$ cat src/rtl/as_pack.sv
// as_pack: shared GPIO slave constants and register address map
package as_pack;
  localparam int nr_gpios = 8;
  localparam int gpio_addr_width = 3;
  localparam logic [7:0] gpio_id_c = 8'h81;
  typedef enum logic [2:0] {
    GPIO_ID    = 3'd0,
    GPIO_DIR   = 3'd1,
    GPIO_OUT   = 3'd2,
    GPIO_IN    = 3'd3,
    GPIO_EDGE  = 3'd4,
    GPIO_IRQEN = 3'd5
  } gpio_reg_e;
endpackage

$ cat src/rtl/as_gpio_sync.sv
// as_gpio_sync: per-pin 2-flop synchronizer plus delay flop with rising-edge output
module as_gpio_sync #(
  parameter int N = 8
) (
  input  logic         clk_i,
  input  logic         rst_i,
  input  logic [N-1:0] d_i,
  output logic [N-1:0] q_o,
  output logic [N-1:0] rise_o
);
  logic [N-1:0] s1, s2, dly;
  logic [2:0] vld;
  always_ff @(posedge clk_i or posedge rst_i)
    if (rst_i) begin
      s1  <= '0;
      s2  <= '0;
      dly <= '0;
      vld <= '0;
    end else begin
      s1  <= d_i;
      s2  <= s1;
      dly <= s2;
      vld <= {vld[1:0], 1'b1};
    end
  assign q_o = s2;
  // edges count only once the delay flop holds real pad data, so pins high through reset stay quiet
  assign rise_o = vld[2] ? s2 & ~dly : '0;
endmodule

$ cat src/rtl/as_gpio_slave.sv
// as_gpio_slave: bus-mapped GPIO block with direction, output, input, sticky edge and irq registers
module as_gpio_slave
  import as_pack::*;
#(
  parameter int NR_GPIO = nr_gpios,
  parameter int AW      = gpio_addr_width,
  parameter int DW      = 64
) (
  input  logic               clk_i,
  input  logic               rst_i,
  input  logic               sel_i,
  input  logic               we_i,
  input  logic [AW-1:0]      addr_i,
  input  logic [DW-1:0]      wdata_i,
  output logic [DW-1:0]      rdata_o,
  output logic               ack_o,
  input  logic [NR_GPIO-1:0] gpio_i,
  output logic [NR_GPIO-1:0] gpio_o,
  output logic [NR_GPIO-1:0] gpio_oe_o,
  output logic               cs_o,
  output logic               irq_o
);
  localparam logic [AW-1:0] A_ID    = AW'(GPIO_ID);
  localparam logic [AW-1:0] A_DIR   = AW'(GPIO_DIR);
  localparam logic [AW-1:0] A_OUT   = AW'(GPIO_OUT);
  localparam logic [AW-1:0] A_IN    = AW'(GPIO_IN);
  localparam logic [AW-1:0] A_EDGE  = AW'(GPIO_EDGE);
  localparam logic [AW-1:0] A_IRQEN = AW'(GPIO_IRQEN);
  logic [NR_GPIO-1:0] dir_q, out_q, edge_q, irqen_q, in_q, rise, wd, clr;
  logic [DW-1:0] rd_mux;
  logic wr, rd;
  logic unused;
  assign unused = ^wdata_i[DW-1:NR_GPIO];
  assign wd = wdata_i[NR_GPIO-1:0];
  assign wr = sel_i & we_i;
  assign rd = sel_i & ~we_i;
  assign clr = (wr && addr_i == A_EDGE) ? wd : '0;
  assign gpio_o = out_q;
  assign gpio_oe_o = dir_q;
  as_gpio_sync #(.N(NR_GPIO)) u_sync (
    .clk_i  (clk_i),
    .rst_i  (rst_i),
    .d_i    (gpio_i),
    .q_o    (in_q),
    .rise_o (rise)
  );
  always_comb begin
    rd_mux = '0;
    case (addr_i)
      A_ID:    rd_mux = DW'(gpio_id_c);
      A_DIR:   rd_mux = DW'(dir_q);
      A_OUT:   rd_mux = DW'(out_q);
      A_IN:    rd_mux = DW'(in_q);
      A_EDGE:  rd_mux = DW'(edge_q);
      A_IRQEN: rd_mux = DW'(irqen_q);
      default: rd_mux = '0;
    endcase
  end
  always_ff @(posedge clk_i or posedge rst_i)
    if (rst_i) begin
      dir_q   <= '0;
      out_q   <= '0;
      edge_q  <= '0;
      irqen_q <= '0;
      rdata_o <= '0;
      ack_o   <= 1'b0;
      cs_o    <= 1'b0;
      irq_o   <= 1'b0;
    end else begin
      ack_o   <= sel_i;
      rdata_o <= rd ? rd_mux : '0;
      cs_o    <= wr && addr_i == A_OUT;
      irq_o   <= |(edge_q & irqen_q);
      // a fresh rising edge overrides a same-cycle W1C clear
      edge_q  <= (edge_q & ~clr) | rise;
      if (wr && addr_i == A_DIR) dir_q <= wd;
      if (wr && addr_i == A_OUT) out_q <= wd;
      if (wr && addr_i == A_IRQEN) irqen_q <= wd;
    end
endmodule

$ cat config.mk
export PLATFORM = sky130hd
export DESIGN_NAME = as_gpio_slave
export DESIGN_NICKNAME = d
export VERILOG_FILES = /design/src/rtl/as_pack.sv /design/src/rtl/as_gpio_sync.sv /design/src/rtl/as_gpio_slave.sv
export SDC_FILE = /design/constraint.sdc
export NUM_CORES = 1
export LEC_CHECK = 0
export BUFFER_PORTS_ARGS = -buffer_cell sky130_fd_sc_hd__buf_2
export CAP_MARGIN = 20
export CORE_UTILIZATION = 45
export DETAILED_ROUTE_END_ITERATION = 10
export PLACE_DENSITY = 0.84
export SLEW_MARGIN = 30
export SYNTH_ARGS = -nofsm -noshare
export SYNTH_HDL_FRONTEND = slang
export SYNTH_SLANG_ARGS = --single-unit
$ cat constraint.sdc
create_clock -name clk_i -period 2.2 [get_ports clk_i]
set_input_delay 0.11 -clock clk_i [delete_from_list [all_inputs] [get_ports clk_i]]
set_output_delay 0.11 -clock clk_i [all_outputs]
set_load 0.005 [all_outputs]
; ---- After elaboration in Yosys (flattened, before gate mapping)
; Cells that the tools add are included.
; Widths: inputs -> output; s select.
[classes]
eq_ne = 5
n_mux = 4
n_bitwise = 9
n_reduce_logical = 6
[op_table]
columns = cell, count
row1 = $mux 64, 1
row2 = $pmux 8 s6, 1
row3 = $and 8x8->8, 3
row4 = $mux 8, 2
row5 = $not 8->8, 2
row6 = $or 8x8->8, 1
row7 = $reduce_or 8->1, 1
row8 = $eq 3x2->1 const B, 2
row9 = $eq 3x3->1 const B, 2
row10 = $logic_and 1x1->1, 4
row11 = $eq 3x1->1 const B, 1
row12 = $logic_not 3->1, 1
row13 = $and 1x1->1, 2
row14 = $not 1->1, 1
[totals]
reg_bits = 126
input_bits = 79

; ---- Logic depth before layout (Yosys ltp)
; Gate-level depths: netlist of run 1.
[depth]
word_depth = 6
depth_mapped = 6
ltp_nobuf = 4

; ---- Hierarchy
; A second synthesis of run 1 with hierarchy kept.
[unflattened]
hier_cells = 252
hier_area_um2 = 3148.0
[by_module_without_submodules]
columns = mod, instances, cells_each, area_each_um2, seq_area_each_um2
row1 = as_gpio_slave, 1, 215, 2394.8, 1076.0
row2 = as_gpio_sync, 1, 37, 753.2, 675.6

; ---- Worst setup path after synthesis of run 1
; Ideal clock, no wire load.
[synth_timing]
path_kind = input -> register
from = input addr_i[0]
to = register out_q[0] (netlist: gpio_o[0])
setup_time_ns = 0.125
arrival_ns = 1.089
required_time_ns = 2.075
slack_ns = 0.986
path_stages = 3
path_buffers = 1
cell_sequence = buf_6 > nor4b_4 > mux2_2
[synth_via]
elab_chain_cells = 2
[synth_rtl]
columns = item, line
row1 = from (decl), as_gpio_slave.sv:13  ; input logic [AW-1:0] addr_i,
row2 = $eq 3x2->1, as_gpio_slave.sv:77  ; if (wr && addr_i == A_OUT) out_q <= wd;
row3 = $logic_and 1x1->1, as_gpio_slave.sv:77
row4 = to (signal assigned), as_gpio_slave.sv:77
row5 = to (decl), as_gpio_slave.sv:29  ; logic [NR_GPIO-1:0] dir_q, out_q, edge_q, irqen_q, in_q, rise, wd, clr;
; No other way between the ends.
; A chain may end at the register's enable or synchronous reset.

; ---- Final worst setup path of run 1
[layout_timing]
from = input sel_i
to = register dir_q[5] (netlist: gpio_oe_o[5])
[layout_via]
elab_chain_cells = 2
[layout_rtl]
columns = item, line
row1 = from (decl), as_gpio_slave.sv:11  ; input logic sel_i,
row2 = $and 1x1->1, as_gpio_slave.sv:35  ; assign wr = sel_i & we_i;
row3 = $logic_and 1x1->1, as_gpio_slave.sv:76  ; if (wr && addr_i == A_DIR) dir_q <= wd;
row4 = to (signal assigned), as_gpio_slave.sv:76
row5 = to (decl), as_gpio_slave.sv:29
; No other way between the ends.

==> flow_metrics.py, run 1 <==
metrics = {
    "status": {
        "status": "complete, no violations",
    },
    "synthesis": {
        "synth.ff_latch_count": 70,
        "synthArstFlopShare_pct": 100,
        "synth_simple_gate_area_share_pct": 6.81,
        "synth.area.top_cells": "dfrtp_1, buf_4, mux2_2",
        "ys_types": 32,
        "synth_edf_count": 0,
        "yosys_warnings": 0,
        "synth_top_family_by_area": "buffers and inverters",
        "synth.mux.area_fraction_pct": 11.0,
        "syn_area_per_cell_um2": 12.3,
        "synth_fa_ha_area_share_pct": 0,
        "synth_area_leader_cell": "dfrtp_1",
        "synth-main-ff-cell": "dfrtp_1",
        "synthCells": 250,
        "synth.yosys.seq_area_share_pct": 57.0,
        "syn_area_um2": 3070,
        "synthTopCellsByCount": "dfrtp_1, buf_4, mux2_2",
        "synth_compound_area_share_pct": 8.96,
        "synthXorXnorAreaFrac_pct": 0,
        "synth_top_area_share_pct": 57.0,
        "yosysMostFrequentCell": "dfrtp_1",
    },
    "setup_path": {
        "crit_buf_inv": 2,
        "start_kind": "input port",
        "cp_top_family": "simple AND/OR/NAND/NOR gates",
        "rr_startpoint": "u_sync.q_o[6]",
        "critical_path_class": "in -> reg",
        "critPathLaunch": "sel_i",
        "arrival_ps": 1830,
        "cp.required_ps": 2440,
        "cpPeakStageDelay_ps": 530,
        "crit_fanout": 10,
        "path_cells": "dlygate4sd3_1 > buf_2 > nand2_1 > nor3_4 > mux2_2",
        "slowest_stage": "nor3_4",
        "worstSetupEndpointType": "register",
    },
    "clock_network": {
        "clock_sinks": 70,
        "cts_buffers": 9,
        "clockBufferDepth": 2,
        "h-tree-depth": 3,
        "cts_tree": "done",
        "postCtsSetupBuffers": 0,
        "postCtsHoldBufs": 11,
        "clkLatencyLatePin_ps": 350,
        "cts.repair.resized": 0,
        "clk_pin_slew_ps": 70,
        "cts_root_buf": "clkbuf_8",
    },
    "detailed_routing": {
        "wl_um": 5760,
        "dr.pass1.iters": 6,
        "drc_errors": 0,
        "vias_per_cell": 4.85,
        "wl_per_cell_um": 14.4,
        "drt_iter0_drc": 119,
        "drtAntennaViolNets": 0,
        "vias": 1934,
    },
    "pwr": {
        "p_switching_w": 0.000782,
        "switching_share_pct": 26.1,
        "p_per_area_nw_per_um2": 852,
        "comb_power_share_pct": 13.9,
        "pwr-share-clk_pct": 34.6,
        "ir_drop_uv": 675,
        "seq_power_share_pct": 51.5,
        "leakagePower_nw": 1.71,
        "power.internal_w": 0.00221,
    },
    "floorplan": {
        "row_count": 29,
        "fp.dieH_um": 84.6,
        "core_area_um2": 6460,
        "initial_core_util_pct": 47.5,
        "die_area_um2": 7160,
        "io_pins": 162,
        "die_width_um": 84.6,
    },
    "sta": {
        "maxSlewHeadroom_pct": 57.2,
        "final-setup-viol-count": 0,
        "timing.final.crit_share_pct": 72.5,
        "fmaxAchievable_ghz": 0.627,
        "tightest_slew_ps": 639,
        "finClkSkew_ps": 4.11,
        "slew_violations": 0,
        "hold_viol": 0,
        "rsz0062_at_grt": "no",
        "tns_ps": 0,
        "final.min_clock_period_ps": 1590,
    },
    "layout": {
        "finalNetCount": 396,
        "syn2layout_area_growth_pct": 14.3,
        "drive_gt1_share_pct": 29.5,
        "antenna_cells": 0,
        "design_area_um2": 3510,
    },
    "run": {
        "drv_cap": 0,
    },
    "grt": {
        "track_usage_pct": 17.2,
        "grt_antenna_before_repair": 0,
        "grt_max_degree": 71,
        "grt_pass1_vias": 1847,
        "overflow": 0,
        "grt_pass1_wl_um": 9230,
    },
    "placed_design": {
        "gp_congestion": 0.820,
        "dpl_cell_area_um2": 3200,
        "dp_hpwl_um": 3880,
        "place.port_buffers": 49,
    },
    "min_path": {
        "worstHoldStart": "wdata_i[0]",
        "min_path_type": "in -> reg",
    },
}
[cell families (layout without fill, tap and decap cells)]
| logic type | after synthesis | count (layout) |
|---|---|---|
| AOI/OAI and AO/OA | 40 | 40 |
| other | 2 | 57 |
| DFF | 70 | 70 |
| muxes | 31 | 31 |
| buffers and inverters | 71 | 88 |
| and+or+nand+nor | 36 | 36 |
[layer usage]
metal / track usage [%] / wire length (um)
met1: 20.8 / 2430
met4: 4.16 / 47
met5: 0 / 0
met2: 28.5 / 2920
met3: 7.37 / 365
[layout by cell type (no fill, tap or decap), types with 2 or more instances in the layout]
master,count
a21oi_1,15
a22oi_1,10
a32o_1,6
buf_2,49
buf_4,2
clkbuf_8,10
clkinvlp_4,2
conb_1,57
dfrtp_1,70
dlygate4sd3_1,11
inv_1,8
mux2_2,23
mux2i_1,8
nand2_1,13
nand2b_1,2
nor2_1,8
nor2b_1,3
nor3b_1,2
o21ai_0,2
o21bai_1,2
o2bb2ai_1,2
[power by group through the flow]
stage               sequential, W  combinational (W)  clock [W]
floorplan                 0.00155           0.000317          0
global placement          0.00156           0.000391          0
detailed placement        0.00157           0.000404          0
CTS                       0.00154           0.000422    0.00106
global route              0.00156           0.000463    0.00112
finish                    0.00154           0.000416    0.00104
[tightest hold or removal path, delay by kind of cell]
family / cells / cell delay [ps]
AO/OA/AOI/OAI: 1 / 60
buffers and inverters: 1 / 110
AND/OR/NAND/NOR: 1 / 50
[cell type report]
| cell class | count | area [um^2] |
|---|---|---|
| clock buffers | 11 | 141 |
| well taps | 77 | 96.3 |
| clock inverters | 5 | 58.8 |
| repair buffers | 63 | 390 |
| inverters | 9 | 33.8 |
| flip-flops and latches | 70 | 1750 |
| multi-input cells | 164 | 1040 |
| fillers | 573 | 2950 |
[per-stage QoR]
step                total power, W  utilization (%)  hold WS, ps  std cells  setup WS [ps]
floorplan                  0.00187                -          141        305            322
global placement           0.00195             49.5          209        372            495
detailed placement         0.00197             49.5          214        372            443
CTS                        0.00303             54.3         5.06        399            581
global route               0.00315             54.3         30.7        399            509
finish                     0.00299             54.3         23.9        399            606
[worst paths after layout]
check	slack (ps)	cells after the start	endpoint
setup / recovery	610	5	gpio_oe_o[5]
hold / removal	20	3	gpio_oe_o[0]
setup reg to reg	1070	4	rdata_o[6]
hold reg to reg	350	0	u_sync.q_o[1]
max in group asynchronous	1540	4	u_sync.q_o[2]
min in group asynchronous	370	4	gpio_oe_o[4]
[sequential cells by signal, summed over array words and instances (netlist names), 3 cells and up]
register,count
irqen_q,8
rdata_o,8
edge_q,8
u_sync.q_o,8
u_sync.vld,3
gpio_oe_o,8
u_sync.dly,8
u_sync.s1,8
gpio_o,8
Power figures use the tool's default switching activity.
==> run 2: changes to the inputs <==
- ABC_AREA: default -> 1
- CORE_UTILIZATION: 45 -> 46
- PLACE_DENSITY: 0.84 -> 0.85
- clock period: 2.2 -> 1.7 ns (I/O delays scaled with it)
==> run 2 against run 1 <==
The flow now finishes with violations (DRC). Sequential power grew 29%. Cell area is 3.9% higher. Via count increased by 17%. Setup slack lost 140 ps. Combinational power is 33% higher. Wire length increased by 4.5%. Critical path depth grew 1. Synthesized area increased by 4.8%. Register-to-register slack got worse by 320 ps. Clock power grew 32%. Largest cell class unchanged.
==> flow_metrics.py, run 2 <==
metrics = {
    "pwr": {
        "seq_power_share_pct": 50.8,
        "switching_share_pct": 28.8,
        "p_per_area_nw_per_um2": 1070,
        "power.internal_w": 0.00277,
        "p_switching_w": 0.00112,
        "leakagePower_nw": 1.86,
        "comb_power_share_pct": 14.2,
        "pwr-share-clk_pct": 35.0,
        "ir_drop_uv": 590,
    },
    "sta": {
        "hold-worst-slack_ps": 27.9,
        "final.min_clock_period_ps": 1230,
        "slew_violations": 0,
        "final-setup-viol-count": 0,
        "fmaxAchievable_ghz": 0.812,
        "finClkSkew_ps": 9.24,
        "timing.final.crit_share_pct": 72.4,
        "rsz0062_at_grt": "no",
        "tns_ps": 0,
        "hold_viol": 0,
    },
    "layout": {
        "syn2layout_area_growth_pct": 13.4,
        "drive_gt1_share_pct": 23.5,
        "finalNetCount": 469,
        "layout_common_cells": "dfrtp_1, conb_1, buf_2",
        "antenna_cells": 0,
        "final_common_cell": "dfrtp_1",
    },
    "floorplan": {
        "row_count": 30,
        "die_width_um": 85.6,
        "core_area_um2": 6760,
        "initial_core_util_pct": 47.6,
        "fp.dieH_um": 85.6,
        "die_area_um2": 7330,
        "io_pins": 162,
    },
    "synthesis": {
        "synth_top_family_by_area": "simple AND/OR/NAND/NOR gates",
        "synthTopCellsByCount": "dfrtp_1, buf_4, nand2_1",
        "syn_area_per_cell_um2": 9.87,
        "synth.yosys.seq_area_share_pct": 54.5,
        "ys_types": 23,
        "yosys_warnings": 0,
        "synth.mux.area_fraction_pct": 0,
        "synth_top_area_share_pct": 54.5,
        "synth_fa_ha_area_share_pct": 0,
        "synth_edf_count": 0,
        "synthCells": 326,
        "synth.ff_latch_count": 70,
        "synth.area.top_cells": "dfrtp_1, buf_4, nand2_1",
        "synth_simple_gate_area_share_pct": 19.3,
        "yosysMostFrequentCell": "dfrtp_1",
        "synth_area_leader_cell": "dfrtp_1",
        "synthArstFlopShare_pct": 100,
        "synth-main-ff-cell": "dfrtp_1",
        "synth_compound_area_share_pct": 7.66,
        "syn_area_um2": 3220,
        "synthXorXnorAreaFrac_pct": 0,
    },
    "clock_network": {
        "cts_tree": "done",
        "clock_sinks": 70,
        "clkLatencyLatePin_ps": 350,
        "postCtsHoldBufs": 13,
        "cts_root_buf": "clkbuf_8",
        "clockBufferDepth": 2,
        "cts_buffers": 9,
        "h-tree-depth": 3,
        "clk_pin_slew_ps": 80,
        "postCtsSetupBuffers": 0,
        "cts.repair.resized": 0,
    },
    "setup_path": {
        "critical_path_class": "in -> reg",
        "path_cells": "dlygate4sd3_1 > buf_2 > nand2_1 > inv_2 > nand4_4 > o21ai_0",
        "arrival_ps": 1500,
        "worstSetupEndpointType": "register",
        "start_kind": "input port",
        "crit_fanout": 16,
        "cp.required_ps": 1970,
        "cpPeakStageDelay_ps": 530,
        "slowest_stage": "dlygate4sd3_1",
    },
    "detailed_routing": {
        "dr_wl_met2_um": 2900,
        "dr.pass1.iters": 10,
        "wl_um": 6020,
        "vias_per_cell": 4.76,
        "drc_errors": 1,
        "routed.top_layer": "met4",
        "drt_iter0_drc": 234,
        "wl_per_cell_um": 12.7,
        "routed-wl-met3_um": 528,
        "vias": 2259,
        "drtAntennaViolNets": 0,
        "drt-met1-wl_um": 2540,
    },
    "grt": {
        "track_usage_pct": 17.5,
        "grt_antenna_before_repair": 0,
        "overflow": 0,
        "grt_pass1_wl_um": 9800,
        "grt_pass1_vias": 2019,
        "grt_max_degree": 71,
    },
    "placed_design": {
        "gp_congestion": 0.806,
        "place.port_buffers": 49,
        "dp_hpwl_um": 4070,
    },
    "min_path": {
        "min_path_type": "in -> reg",
    },
    "run": {
        "drv_cap": 0,
    },
    "status": {
        "status": "finished with violations",
        "violations": "DRC",
    },
}
## run 2: cell types whose count changed in the layout (fill, tap and decap cells not counted), moves of 13 or more
| cell | delta |
|---|---|
| nand2_1 | +33 |
| nand4_1 | +25 |
| mux2_2 | -23 |
| nor2_1 | +16 |
| o21ai_1 | +13 |
## run 2: per-stage QoR
step	utilization, %	setup WS, ps	power, W	cell area [um^2]	instances
floorplan	-	834	0.00241	3430	381
global placement	49.0	447	0.00251	3310	446
detailed placement	49.0	427	0.00254	3310	446
CTS	54.0	478	0.00393	3650	475
global route	54.0	355	0.00411	3650	475
finish	54.0	469	0.00390	3650	475
## run 2: cells by family after synthesis
| kind of cell | after synthesis |
|---|---|
| buffers and inverters | 91 |
| other | 2 |
| AND/OR/NAND/NOR | 122 |
| flip-flops | 70 |
| AO/OA/AOI/OAI | 41 |
## run 2: critical path, delay by kind of cell
family,cells,cell delay [ps]
buf+inv,3,790
compound gates,1,260
simple gates,2,360
## run 2: final timing paths
kind	startpoint	to	slack, ps	cells past startpoint
worst max-delay path	sel_i	gpio_oe_o[1]	470	6
worst min register to register	u_sync.s1[6]	u_sync.q_o[6]	350	0
min in group asynchronous	rst_i	u_sync.s1[4]	380	4
max in group asynchronous	rst_i	gpio_o[6]	1040	4
worst min-delay path	wdata_i[0]	gpio_o[0]	30	3
worst max register to register	irqen_q[6]	irq_o	750	3
## run 2: layout make-up
type                       count  area (um^2)
clock inverter                 7         81.3
sequential                    70         1750
clock buffer                   9          124
timing repair buffer          66          418
inverter                      23         90.1
fill                         625         3110
multi-input combinational    220         1080
tap                           80          100
## run 2: metal layers
layer	up-vias	track usage (%)
met5	-	0
met1	1049	23.1
li1	1090	-
met3	8	5.58
met4	0	6.36
met2	112	27.3
## run 2: power groups by stage
| stage | combinational [W] | sequential, W | clock [W] |
|---|---|---|---|
| finish | 0.000553 | 0.00198 | 0.00137 |
| global route | 0.000635 | 0.00200 | 0.00147 |
| CTS | 0.000558 | 0.00198 | 0.00140 |
| detailed placement | 0.000532 | 0.00201 | 0 |
| global placement | 0.000515 | 0.00200 | 0 |
| floorplan | 0.000429 | 0.00198 | 0 |
==> run 3: changes to the inputs <==
- CORE_UTILIZATION: 46 -> 41
- PLACE_DENSITY: 0.85 -> 0.8
- clock period: 1.7 -> 1.02 ns (I/O delays scaled with it)
==> run 3 against run 2 <==
The flow now finishes without violations. Final cell count rose by 7.8%. Clock-buffer cell count increased by 1. Flip-flop and latch count unchanged. Largest cell class unchanged. Highest routed layer unchanged.
==> flow_metrics.py, run 3 (same netlist as run 2, synthesis figures left out) <==
metrics = {
    "pwr": {
        "leakagePower_nw": 1.96,
        "total_power_w": 0.00675,
        "ir_drop_uv": 1530,
        "p_per_area_nw_per_um2": 1750,
    },
    "placed_design": {
        "gp_congestion": 0.864,
        "place.port_buffers": 49,
        "pre_cts_slack_ps": -67.0,
        "dp_hpwl_um": 4470,
        "dpl.cell_count": 481,
    },
    "setup_path": {
        "cpPeakStageDelay_ps": 410,
        "path_cells": "buf_2",
        "arrival_ps": 900,
        "rr_startpoint": "gpio_o[7]",
        "crit_buf_inv": 1,
        "critical_path_class": "reg -> out",
        "start_kind": "register",
        "cp_top_family": "flip-flops",
        "slowest_stage": "dfrtp_1",
        "worstSetupEndpointType": "output port",
        "r2r-end": "rdata_o[7]",
        "cp.depth": 1,
        "reg2regPathDepth": 4,
        "ff2ff_setup_slack_ps": 90,
        "cp.required_ps": 970,
        "crit_fanout": 3,
    },
    "clock_network": {
        "clk_pin_slew_ps": 70,
        "clock_sinks": 70,
        "cts_tree": "done",
        "postCtsSetupBuffers": 0,
        "clockBufferDepth": 2,
        "clkLatencyLatePin_ps": 360,
        "h-tree-depth": 3,
        "cts_root_buf": "clkbuf_8",
        "cts_buffers": 9,
    },
    "min_path": {
        "worstHoldStart": "wdata_i[4]",
        "holdPathEnd": "gpio_o[4]",
        "min_path_type": "in -> reg",
        "holdPathStages": 3,
    },
    "sta": {
        "slew_violations": 0,
        "fin_ws_ps": 71.0,
        "rsz0062_at_grt": "no",
        "final-setup-viol-count": 0,
        "finClkSkew_ps": 6.95,
        "timing.final.crit_share_pct": 93.0,
        "hold-worst-slack_ps": 4.13,
        "fmaxAchievable_ghz": 1.05,
        "hold_viol": 0,
        "final.min_clock_period_ps": 949,
    },
    "layout": {
        "layout_common_cells": "dfrtp_1, conb_1, buf_2",
        "final_common_cell": "dfrtp_1",
        "fill_cells": 666,
        "drive_gt1_share_pct": 26.6,
        "syn2layout_area_growth_pct": 20.1,
        "finalNetCount": 488,
        "antenna_cells": 0,
        "fin_cells": 512,
        "fin_util_pct": 52.1,
    },
    "detailed_routing": {
        "vias_per_cell": 4.57,
        "vias": 2338,
        "wl_um": 6390,
        "dr.pass1.iters": 5,
        "wl_per_cell_um": 12.5,
        "drt_iter0_drc": 104,
        "drtAntennaViolNets": 0,
        "drc_errors": 0,
    },
    "floorplan": {
        "fp.dieH_um": 90.6,
        "core_area_um2": 7410,
        "die_area_um2": 8200,
        "initial_core_util_pct": 43.4,
        "io_pins": 162,
        "die_width_um": 90.6,
        "row_count": 31,
    },
    "status": {
        "status": "complete, no violations",
    },
    "grt": {
        "grt_antenna_before_repair": 0,
        "grt_max_degree": 71,
        "overflow": 0,
        "grt_pass1_vias": 2196,
        "grt_pass1_wl_um": 10700,
        "track_usage_pct": 17.0,
    },
    "run": {
        "drv_cap": 0,
    },
}
[run 3: cell count changes in the layout (fill, tap and decap cells not counted), moves of 2 or more]
cell           delta
buf_4            +14
dlygate4sd3_1     +3
buf_12            +2
clkinv_4          -2
inv_1             -2
inv_2             +2
inv_6             -2
o21ai_0           -2
o21ai_1           +2
[run 3: cell type report]
class                   instances  area (um^2)  share of cell area [%]
multi-input cells             220         1080                    28.0
repair buffers                 85          593                    15.4
flip-flops and latches         70         1750                    45.4
inverters                      23         90.1                    2.33
clock buffers                  10          138                    3.56
clock inverters                 5         83.8                    2.17
well taps                      99          124                    3.21
[run 3: how the worst max path moves through the flow]
stage | from | endpoint
floorplan | gpio_o[7] | rdata_o[7]
finish | gpio_oe_o[4] | gpio_oe_o[4]
CTS | gpio_o[7] | rdata_o[7]
global placement | addr_i[0] | rdata_o[3]
global route | edge_q[3] | irq_o
detailed placement | addr_i[0] | rdata_o[3]
[run 3: routing by layer]
layer | vias to the layer above | share of wire [%] | global-route usage (%)
met5 | - | 0 | 0
met4 | 0 | 0.99 | 5.51
met3 | 7 | 7.0 | 5.72
met2 | 102 | 49 | 26.8
met1 | 1105 | 43 | 21.9
li1 | 1124 | - | -
[run 3: where the power goes]
group          total (W)  internal, W  switching [W]
Combinational   0.000982     0.000440       0.000542
Clock            0.00247      0.00143        0.00104
Sequential       0.00329      0.00308       0.000214
[run 3: through the flow]
stage	area, um^2	TNS (ps)
floorplan	3430	0
global placement	3480	-190
detailed placement	3480	-414
CTS	3860	0
global route	3860	0
finish	3860	0
[run 3: repair_timing]
action / 4_1_cts / 5_1_grt
resized for setup: 0 / 4
hold buffers: 16 / 0
setup endpoints to repair: 0 / 2
hold endpoints to repair: 87 / 0
